$ cat src/rtl/rcc_pkg.sv
// rtl/rcc_pkg.sv - shared RCC types and default constants
package rcc_pkg;

    typedef enum logic [1:0] {
        LSI_OFF     = 2'b00,
        LSI_STARTUP = 2'b01,
        LSI_RDY     = 2'b10,
        LSI_STOP    = 2'b11
    } lsi_state_e;

    localparam int RCC_LSI_STARTUP_CYCLES = 64;
    localparam int RCC_LSI_TIMEOUT_CYCLES = 1024;

endpackage

$ cat src/rtl/rcc_sync_bit.sv
// rtl/rcc_sync_bit.sv - multi-flop synchroniser for one asynchronous bit
module rcc_sync_bit #(
    parameter int SYNC_STAGES = 2
) (
    input  logic clk,
    input  logic rst_n,
    input  logic i_async,
    output logic o_sync
);

    logic [SYNC_STAGES-1:0] r_chain;

    always_ff @(posedge clk or negedge rst_n) begin
        if (!rst_n) begin
            r_chain <= '0;
        end else begin
            r_chain <= {r_chain[SYNC_STAGES-2:0], i_async};
        end
    end

    assign o_sync = r_chain[SYNC_STAGES-1];

endmodule

$ cat src/rtl/rcc_lsi_ctrl.sv
// rtl/rcc_lsi_ctrl.sv - LSI oscillator enable, ready qualification and clock gating
module rcc_lsi_ctrl
    import rcc_pkg::*;
#(
    parameter int SYNC_STAGES    = 2,
    parameter int STARTUP_CYCLES = RCC_LSI_STARTUP_CYCLES,
    parameter int TIMEOUT_CYCLES = RCC_LSI_TIMEOUT_CYCLES,
    parameter int CNT_W          = 11
) (
    input  logic clk,
    input  logic rst_n,
    input  logic lsion,
    input  logic iwdg1_lsi_req,
    input  logic iwdg2_lsi_req,
    input  logic lsirdyie,
    input  logic lsi_ana_rdy,
    output logic lsi_osc_en,
    output logic lsi_rdy,
    output logic lsi_clk_gate_en,
    output logic lsirdy_irq,
    output logic lsi_lost,
    output logic lsi_fail
);

    localparam logic [CNT_W-1:0] DBC_LAST = CNT_W'(STARTUP_CYCLES - 1);
    localparam logic [CNT_W-1:0] TMO_LAST = CNT_W'(TIMEOUT_CYCLES - 1);

    lsi_state_e       r_state;
    lsi_state_e       w_next;
    logic [CNT_W-1:0] r_dbc_cnt;
    logic [CNT_W-1:0] r_tmo_cnt;
    logic             w_req;
    logic             w_ana_s;
    logic             w_clr_cnt;
    logic             w_rdy_hit;
    logic             w_lost;

    assign w_req = lsion | iwdg1_lsi_req | iwdg2_lsi_req;

    rcc_sync_bit #(.SYNC_STAGES(SYNC_STAGES)) u_ana_sync (
        .clk     (clk),
        .rst_n   (rst_n),
        .i_async (lsi_ana_rdy),
        .o_sync  (w_ana_s)
    );

    always_comb begin
        w_next    = r_state;
        w_clr_cnt = 1'b0;
        w_rdy_hit = 1'b0;
        w_lost    = 1'b0;
        case (r_state)
            LSI_OFF: begin
                if (w_req) begin
                    w_next    = LSI_STARTUP;
                    w_clr_cnt = 1'b1;
                end
            end
            LSI_STARTUP: begin
                // Dropping the request wins over a same-cycle ready qualification.
                if (!w_req) begin
                    w_next = LSI_STOP;
                end else if (w_ana_s && (r_dbc_cnt == DBC_LAST)) begin
                    w_next    = LSI_RDY;
                    w_rdy_hit = 1'b1;
                end
            end
            LSI_RDY: begin
                if (!w_req) begin
                    w_next = LSI_STOP;
                end else if (!w_ana_s) begin
                    w_next    = LSI_STARTUP;
                    w_clr_cnt = 1'b1;
                    w_lost    = 1'b1;
                end
            end
            LSI_STOP: begin
                if (!w_ana_s) begin
                    w_next = LSI_OFF;
                end
            end
            default: w_next = LSI_OFF;
        endcase
    end

    always_ff @(posedge clk or negedge rst_n) begin
        if (!rst_n) begin
            r_state         <= LSI_OFF;
            r_dbc_cnt       <= '0;
            r_tmo_cnt       <= '0;
            lsi_osc_en      <= 1'b0;
            lsi_rdy         <= 1'b0;
            lsi_clk_gate_en <= 1'b0;
            lsirdy_irq      <= 1'b0;
            lsi_lost        <= 1'b0;
            lsi_fail        <= 1'b0;
        end else begin
            r_state <= w_next;
            if (w_clr_cnt) begin
                r_dbc_cnt <= '0;
                r_tmo_cnt <= '0;
            end else if (r_state == LSI_STARTUP) begin
                r_dbc_cnt <= w_ana_s ? (r_dbc_cnt + CNT_W'(1)) : '0;
                if (r_tmo_cnt != TMO_LAST) begin
                    r_tmo_cnt <= r_tmo_cnt + CNT_W'(1);
                end
            end
            // Timeout flag survives RDY->STARTUP retries; only a fresh start clears it.
            if ((r_state == LSI_OFF) && w_req) begin
                lsi_fail <= 1'b0;
            end else if ((r_state == LSI_STARTUP) && (r_tmo_cnt == TMO_LAST)) begin
                lsi_fail <= 1'b1;
            end
            lsi_osc_en      <= (w_next == LSI_STARTUP) || (w_next == LSI_RDY);
            lsi_rdy         <= (w_next == LSI_RDY);
            lsi_clk_gate_en <= (w_next == LSI_RDY);
            lsirdy_irq      <= w_rdy_hit & lsirdyie;
            lsi_lost        <= w_lost;
        end
    end

endmodule

$ cat config.mk
export PLATFORM = sky130hd
export DESIGN_NAME = rcc_lsi_ctrl
export DESIGN_NICKNAME = d
export VERILOG_FILES = /design/src/rtl/rcc_pkg.sv /design/src/rtl/rcc_sync_bit.sv /design/src/rtl/rcc_lsi_ctrl.sv
export SDC_FILE = /design/constraint.sdc
export NUM_CORES = 1
export LEC_CHECK = 0
export BUFFER_PORTS_ARGS = -buffer_cell sky130_fd_sc_hd__clkbuf_2
export CAP_MARGIN = 20
export CORE_UTILIZATION = 59
export DETAILED_ROUTE_END_ITERATION = 10
export PLACE_DENSITY = 0.82
export SLEW_MARGIN = 20
export SYNTH_ARGS = -nofsm -noshare
export SYNTH_HDL_FRONTEND = slang
export SYNTH_SLANG_ARGS = --single-unit
$ cat constraint.sdc
create_clock -name clk -period 3.3 [get_ports clk]
set_input_delay 0.495 -clock clk [delete_from_list [all_inputs] [get_ports clk]]
set_output_delay 0.495 -clock clk [all_outputs]
set_load 0.01 [all_outputs]
# Word-level counts from Yosys, hierarchy flattened
# Cells that the tools add are included.
# op_classes
add_sub_neg	2
eq_ne	8
n_mux	23
bitwise	3
reduce_logical	9
# op_table
operator	n
2-to-1 mux 11 bit	6
adder 11 x 1 -> 11 bit, second input constant	2
2-to-1 mux 2 bit	6
equality test 11 x 10 -> 1 bit, second input constant	1
equality test 11 x 6 -> 1 bit, second input constant	1
!= test 11 x 10 -> 1 bit, second input constant	1
2-to-1 mux 1 bit	9
case mux 2 bit (4 select lines)	1
equality test 2 bit, second input constant	3
nonzero test 2 bit	3
equality test 2 x 1 -> 1 bit, second input constant	2
logical AND 1 bit	3
logical NOT 2 bit	1
OR 1 bit	2
case mux 1 bit (2 select lines)	1
AND reduction 2 bit	1
bitwise AND 1 bit	1
logical OR 1 bit	1
# totals
register_bits	31
input_bits	7
output_inout_bits	6
wordCells	54

# Logic depth before layout (Yosys ltp)
# Gate-level depths: netlist (run 1).
# depth
word_depth	7
mapped_depth	7

# By module
# From an unflattened synthesis (run 1), not the netlist that was laid out.
# unflattened
hier_cells	160
area_unflattened_um2	1562.7
# by_module_without_submodules
mod	instances	cells_each	area_per_inst_um2	seq_area_each_um2
rcc_lsi_ctrl	1	158	1512.7	725.7
rcc_sync_bit	1	2	50.0	50.0

# Least setup slack after synthesis (run 1)
# OpenSTA, ideal clock, no wires.
# synth_path
path_type	in2reg
start	input port iwdg1_lsi_req
end	register lsi_osc_en
setup_time_ns	0.063
t_arrival_ns	1.707
slack_ns	1.530
cell_stages	6
path_buffers	1
cell_sequence	or4_1 buf_6 o22ai_1 a211o_1 ha_1 inv_1
# synth_between
elab_chain_cells	6
# synth_lines
item	line_no	text
start: declaration	rcc_lsi_ctrl.sv:13	input logic iwdg1_lsi_req,
OR 1 bit (*) (2 in series)	rcc_lsi_ctrl.sv:38	assign w_req = lsion | iwdg1_lsi_req | iwdg2_lsi_req;
2-to-1 mux 2 bit, on equally long branches	rcc_lsi_ctrl.sv:69, rcc_lsi_ctrl.sv:61, rcc_lsi_ctrl.sv:54	
case mux 2 bit (4 select lines) (*)	rcc_lsi_ctrl.sv:52	case (r_state)
equality test 2 x 1 -> 1 bit or equality test 2 bit (tied branches)	rcc_lsi_ctrl.sv:114	lsi_osc_en <= (w_next == LSI_STARTUP) || (w_next == LSI_RDY);
logical OR 1 bit (*)	rcc_lsi_ctrl.sv:114	
end signal: assignment	rcc_lsi_ctrl.sv:114	
end: declaration	rcc_lsi_ctrl.sv:17	output logic lsi_osc_en,
# Mark *: on every way between the ends. The rest lies on a longest branch, timed or not.
# A chain may end at the register's enable or synchronous reset.

# Worst setup path after layout (run 1)
# layout_path
start	register r_state[0]
end	register lsi_osc_en
# layout_lines
item	line_no	text
start: declaration	rcc_lsi_ctrl.sv:28	lsi_state_e r_state;
start signal: assignment	rcc_lsi_ctrl.sv:98	r_state <= w_next;
equality test 2 bit, or another cell as far along	rcc_lsi_ctrl.sv:52	
case mux 2 bit (4 select lines) (*)	rcc_lsi_ctrl.sv:52	
net w_next[1]	rcc_lsi_ctrl.sv:29	lsi_state_e w_next;
equality test 2 x 1 -> 1 bit or equality test 2 bit (tied branches)	rcc_lsi_ctrl.sv:114	
logical OR 1 bit (*)	rcc_lsi_ctrl.sv:114	
# Mark *: on every way through the listed nets, which the timed path passes. The rest lies on a longest branch.

==> results of run 1 <==
placed cells by master, fill, tap and decap left out, types with 2 or more instances in the layout:
cell and n:
o21ai_1 4, o21ai_0 4, and3_1 3, nand3_1 7
and4_1 2, o31ai_1 6, a21oi_1 7, and2_1 2
xor2_1 5, nor2b_1 2, o211ai_1 4, nand4_2 3
o21ai_2 2, nor2_1 9, or4_1 3, xnor2_1 2
inv_1 4, ha_1 3, a32o_1 2, nand2_1 8
nand4_1 6, nor3_1 2, clkbuf_4 5, clkbuf_2 12
or3_1 3, o21a_1 2, dfrtp_1 31
cells in the mapped netlist (2+ instances only):
library cell  number  area, um^2
dfrtp_1           31       775.7
nor2_1             9       33.78
nand2_1            8       30.03
a21oi_1            7       35.03
nand3_1            7       35.03
nand4_1            6       37.54
o31ai_1            6       45.04
xor2_1             5       43.79
inv_1              4       15.01
o211ai_1           4       30.03
o21ai_0            4       20.02
o21ai_1            4       20.02
and3_1             3       18.77
buf_4              3       22.52
ha_1               3       37.54
nand4_2            3       37.54
or3_1              3       18.77
or4_1              3       22.52
a32o_1             2       20.02
and2_1             2       12.51
and4_1             2       17.52
clkbuf_1           2       7.510
nor2b_1            2       12.51
nor3_1             2       10.01
o21a_1             2       15.01
o21ai_2            2       17.52
xnor2_1            2       17.52
power by group through the flow:
stage | combinational, mW | clock, mW | sequential [mW]
after floorplan | 0.146 | 0 | 0.493
after global placement | 0.174 | 0 | 0.508
after detailed placement | 0.182 | 0 | 0.513
after CTS | 0.183 | 0.226 | 0.506
after global routing | 0.202 | 0.244 | 0.517
final | 0.182 | 0.223 | 0.509
cells by family (layout without fill, tap and decap cells):
logic type      Yosys count  in the layout  share of synthesized area (%)
simple gates             58             58                          22.26
compound gates           38             38                          17.65
flops                    31             31                          49.28
buf+inv                  11             23                          3.895
xor+xnor                  7              7                          3.895
fa+ha+maj                 3              3                          2.385
mux                       1              1                         0.6360
per-stage QoR:
| stage | instance area, um^2 | hold WS, ns | std cells | power, mW |
|---|---|---|---|---|
| floorplan | 1574 | 0.1994 | 149 | 0.6394 |
| global placement | 1625 | 0.3336 | 184 | 0.6818 |
| detailed placement | 1625 | 0.3381 | 184 | 0.6951 |
| CTS | 1682 | 0.2437 | 191 | 0.9150 |
| global route | 1682 | 0.2503 | 191 | 0.9632 |
| finish | 1682 | 0.2100 | 191 | 0.9136 |
layer usage:
layer	share of wire, %	vias up
li1	-	587
met2	46	23
met1	50	577
met3	3.2	4
met4	1.3	0
met5	0	-
critical path, stage by stage (launching register included):
cell     delay [ns]
dfrtp_1        0.49
or4_1          0.77
inv_1          0.12
o21ai_0        0.11
o21ai_1        0.17
ha_1           0.27
inv_1          0.05
state kept, by name (all words and copies together) (netlist names):
register and cells:
lsi_lost 1, u_ana_sync.r_chain 2, r_dbc_cnt 11, r_tmo_cnt 11, r_state 2, lsirdy_irq 1
lsi_clk_gate_en 1, lsi_fail 1, lsi_osc_en 1
final timing paths:
path | slack (ns) | endpoint | startpoint | depth (start not counted)
worst max-delay path | 1.27 | lsi_osc_en | r_state[0] | 6
worst min-delay path | 0.21 | lsi_fail | rst_n | 1
worst max register to register | 1.27 | lsi_osc_en | r_state[0] | 6
worst min register to register | 0.36 | u_ana_sync.r_chain[1] | u_ana_sync.r_chain[0] | 0
max in group asynchronous | 2.61 | u_ana_sync.r_chain[1] | rst_n | 1
min in group clk | 0.28 | u_ana_sync.r_chain[0] | lsi_ana_rdy | 1
layout make-up:
class                      instances  area share, %
multi-input combinational        107          43.82
sequential                        31          46.13
clock inverter                     1         0.2976
clock buffer                       6          3.051
tap                               30          2.232
inverter                           4         0.8929
timing repair buffer              12          3.571
==> impl_metrics.py, run 1 <==
metrics = {
    "cells_and_area": {
        "area_growth_pct": 6.836,
        "nNetsFinal": 171,
        "multi_input_area_um2": 737.0,
        "drive_above_1_share_pct": 17.39,
        "fin_util_pct": 67.27,
        "fill_cells": 183,
        "seq_area_um2": 775.7,
        "antenna_cells": 0,
    },
    "detailed_routing": {
        "drtPass1Iterations": 4,
        "via_per_inst": 6.236,
        "wl_mm": 2.906,
        "ant_nets": 0,
        "remaining_drc_errors": 0,
        "wl_per_cell_um": 15.21,
        "vias": 1191,
        "drt_iter0_drc": 34,
    },
    "yosys": {
        "syn_avg_cell_area_um2": 10.56,
        "syn_area_mm2": 0.001574,
        "syn_nets": 159,
        "ys_seq_area_share_pct": 49.28,
        "synth_ff_type": "dfrtp_1",
        "synth_cells": 149,
        "synth_edf_count": 0,
        "ys_warn_count": 0,
        "synth_cell_types": 45,
        "synthArstFlopShare_pct": 100.0,
        "synth-seq-cells": 31,
    },
    "floorplanning": {
        "pin_count": 13,
        "die_h_um": 53.65,
        "fp.dieArea_mm2": 0.002878,
        "initial_core_util_pct": 62.96,
        "fp-row-count": 18,
        "die_x_um": 53.65,
        "core_mm2": 0.002500,
    },
    "global_route": {
        "antenna_found_initial": 0,
        "grtUsageMet2_pct": 36.67,
        "overflow": 0,
        "grt_pass1_wl_mm": 4.809,
        "use_met3_pct": 8.475,
        "busiest_layer": "met2",
        "track_usage_pct": 23.58,
        "grt_pass1_vias": 1098,
        "grt_max_degree": 32,
        "met1_usage_pct": 29.80,
    },
    "critical_path": {
        "crit_fanout": 10,
        "worstSetupPathType": "reg2reg",
        "worst_setup_path_end_kind": "flip-flop",
        "worstPathRequired_ns": 3.57,
        "start_kind": "flip-flop",
        "crit_arrival_ns": 2.30,
    },
    "clock_tree": {
        "postCtsSetupBuffers": 0,
        "cts_resized": 0,
        "path_clk_slew_ns": 0.10,
        "h-tree-depth": 2,
        "holdBufCountCts": 0,
        "worstSkewPairLatency_ns": 0.33,
        "cts_tree": "built",
        "cts_buffer_depth": 2,
        "numCtsBuffers": 5,
        "cts_root_buf": "clkbuf_4",
        "cts.sinks": 31,
    },
    "hold_path": {
        "min_path_type": "in2async",
    },
    "sta": {
        "skew_ns": 0.01184,
        "slew_headroom_pct": 45.40,
        "setup_tns_ns": 0,
        "layout_setup_ws_ns": 1.274,
        "post-route-min-period_ns": 2.026,
        "rsz0062_at_grt": "no",
        "slew_viol_final": 0,
        "final.period_utilization_pct": 61.41,
        "hold_violations": 0,
        "max_freq_mhz": 493.5,
        "tightest_slew_ns": 0.8161,
        "final-setup-viol-count": 0,
    },
    "power": {
        "pwr_density_cell_mw_per_mm2": 543.3,
        "power_frac_clock_pct": 24.4,
        "pwr-share-seq_pct": 55.7,
        "intPower_mw": 0.6089,
        "leakagePower_nw": 0.7698,
        "switching_share_pct": 33.35,
        "p_sw_mw": 0.3047,
        "p_comb_share_pct": 19.9,
        "peakVddDrop_v": 0.0004919,
    },
    "placed_design": {
        "place_ws_ns": 1.282,
        "gp_congestion": 0.7827,
        "dp_hpwl_mm": 2.003,
        "io_buffers": 12,
    },
    "job": {
        "drv_cap": 0,
    },
    "run_status": {
        "outcome": "completed",
    },
}
Note: power is estimated with default switching activity, not from simulation.
==> inputs of run 2 (changes only) <==
--- a/config.mk
+++ b/config.mk
@@ -7,9 +7,9 @@
 export LEC_CHECK = 0
 export BUFFER_PORTS_ARGS = -buffer_cell sky130_fd_sc_hd__clkbuf_2
 export CAP_MARGIN = 20
-export CORE_UTILIZATION = 59
+export CORE_UTILIZATION = 58
 export DETAILED_ROUTE_END_ITERATION = 10
-export PLACE_DENSITY = 0.82
+export PLACE_DENSITY = 0.81
 export SLEW_MARGIN = 20
 export SYNTH_ARGS = -nofsm -noshare
 export SYNTH_HDL_FRONTEND = slang
==> constraint.sdc (replaced) <==
create_clock -name clk -period 2.1 [get_ports clk]
set_input_delay 0.315 -clock clk [delete_from_list [all_inputs] [get_ports clk]]
set_output_delay 0.315 -clock clk [all_outputs]
set_load 0.01 [all_outputs]
==> run 2 against run 1 <==
First-iteration DRC count shrank 26%. Worst setup slack lost 1.0 ns. Power grew 74%. Clock skew shrank 0.0034 ns. Maximum frequency grew 11%. Hold slack lost 0.18 ns. Flip-flop and latch count is the same. Largest power group unchanged. Wire length shrank 0.79%. Non-clock buffer count grew 3.
==> impl_metrics.py, run 2 (synthesis gave the netlist of run 1 again) <==
metrics = {
    "critical_path": {
        "r2r_slack_ns": 0.27,
        "startpoint": "u_ana_sync.r_chain[1]",
        "r2r_cells": 6,
        "worst_path_largest_cell_delay_ns": 0.61,
        "worstSetupPathType": "reg2reg",
        "worstPathRequired_ns": 2.38,
        "cp_cell_sequence": "nor4b_1, nand4_1, nor2b_1, o21ai_1, ha_1, inv_1",
        "crit_arrival_ns": 2.11,
        "worst_setup_path_end_kind": "flip-flop",
        "crit_fanout": 12,
        "start_kind": "flip-flop",
        "reg2reg_from": "u_ana_sync.r_chain[1]",
        "crit_slowest_cell": "dfrtp_1",
    },
    "cells_and_area": {
        "area_growth_pct": 10.17,
        "antenna_cells": 0,
        "fill_cells": 195,
        "nNetsFinal": 174,
        "final_cell_area_mm2": 0.001734,
        "reg.largest.list": "r_dbc_cnt x11, r_tmo_cnt x11",
        "final_common_cell": "dfrtp_1",
        "layout_common_cells": "31 x dfrtp_1, 12 x clkbuf_2, 9 x nor2_1, 8 x nand2_1",
        "finalNonFillerCells": 195,
        "multi_input_area_um2": 737.0,
        "seq_area_um2": 775.7,
        "drive_above_1_share_pct": 19.39,
    },
    "sta": {
        "post-route-min-period_ns": 1.829,
        "final.period_utilization_pct": 87.10,
        "hold_violations": 0,
        "final-setup-viol-count": 0,
        "setup_tns_ns": 0,
        "slew_viol_final": 0,
        "max_freq_mhz": 546.7,
        "skew_ns": 0.008479,
        "tightest_slew_ns": 0.7508,
        "rsz0062_at_grt": "no",
        "slew_headroom_pct": 49.95,
    },
    "power": {
        "leakagePower_nw": 0.7977,
        "total_power_mw": 1.587,
        "peakVddDrop_v": 0.0006328,
        "pwr_density_cell_mw_per_mm2": 915.2,
    },
    "detailed_routing": {
        "via_per_inst": 6.246,
        "remaining_drc_errors": 0,
        "wl_per_cell_um": 14.78,
        "vias": 1218,
        "drtPass1Iterations": 4,
        "wl_mm": 2.883,
        "ant_nets": 0,
        "drt_iter0_drc": 25,
    },
    "job": {
        "drv_cap": 0,
    },
    "clock_tree": {
        "cts_tree": "built",
        "path_clk_slew_ns": 0.10,
        "cts_root_buf": "clkbuf_4",
        "postCtsSetupBuffers": 0,
        "holdBufCountCts": 0,
        "cts_resized": 0,
        "cts.sinks": 31,
        "h-tree-depth": 2,
        "worstSkewPairLatency_ns": 0.33,
        "cts_buffer_depth": 2,
        "numCtsBuffers": 5,
    },
    "placed_design": {
        "postPlaceCellArea_mm2": 0.001648,
        "gp_congestion": 0.7721,
        "dp.cells": 187,
        "dp_hpwl_mm": 1.956,
        "io_buffers": 12,
    },
    "floorplanning": {
        "core_mm2": 0.002522,
        "initial_core_util_pct": 62.40,
        "die_h_um": 54.10,
        "fp-row-count": 18,
        "die_x_um": 54.10,
        "pin_count": 13,
        "fp.dieArea_mm2": 0.002926,
    },
    "global_route": {
        "antenna_found_initial": 0,
        "overflow": 0,
        "grt_pass1_vias": 1051,
        "track_usage_pct": 22.12,
        "grt_pass1_wl_mm": 4.436,
        "grt_max_degree": 32,
    },
    "hold_path": {
        "min_path_type": "in2async",
    },
    "run_status": {
        "outcome": "completed",
    },
}
run 2: cell count changes in the layout (fill, tap and decap cells not counted):
cell | before | now
buf_4 | 0 | 3
bufinv_16 | 0 | 1
run 2: report_power, final:
part           internal (mW)  switching (mW)
clock network          0.281           0.211
registers              0.685           0.111
logic                  0.126           0.173
total                   1.09           0.495
run 2: layout make-up:
cell class,instances,area share [%]
Sequential cell,31,44.73
Multi-Input combinational cell,107,42.50
Timing Repair Buffer,15,4.762
Clock buffer,6,2.958
Tap cell,30,2.165
Clock inverter,2,2.020
Inverter,4,0.8658
run 2: worst paths after layout:
check                                   endpoint
max                                   lsi_osc_en
min                                   lsirdy_irq
max reg2reg                           lsi_osc_en
min reg2reg                u_ana_sync.r_chain[1]
max in group asynchronous           r_dbc_cnt[0]
min in group clk           u_ana_sync.r_chain[0]
run 2: per-layer routing:
metal | global-route usage (%) | vias up | wire (um)
li1 | - | 587 | -
met1 | 26.24 | 599 | 1353
met2 | 35.39 | 28 | 1389
met3 | 8.475 | 4 | 120
met4 | 9.829 | 0 | 20
met5 | 0 | - | 0
run 2: critical path, delay by kind of cell (launching register included):
| kind | cells | cell delay, ns |
|---|---|---|
| compound gates | 1 | 0.23 |
| buf+inv | 1 | 0.05 |
| fa+ha+maj | 1 | 0.27 |
| simple gates | 3 | 0.63 |
| flops | 1 | 0.61 |
run 2: metrics by stage:
stage	setup slack, ns	utilization (%)	hold WS [ns]
final	0.2710	68.75	0.02965
after global routing	0.07979	68.75	0.06038
after CTS	0.3087	68.75	0.05062
after detailed placement	0.2835	65.33	0.3371
after global placement	0.3671	65.33	0.3380
after floorplan	0.3735	-	0.01941
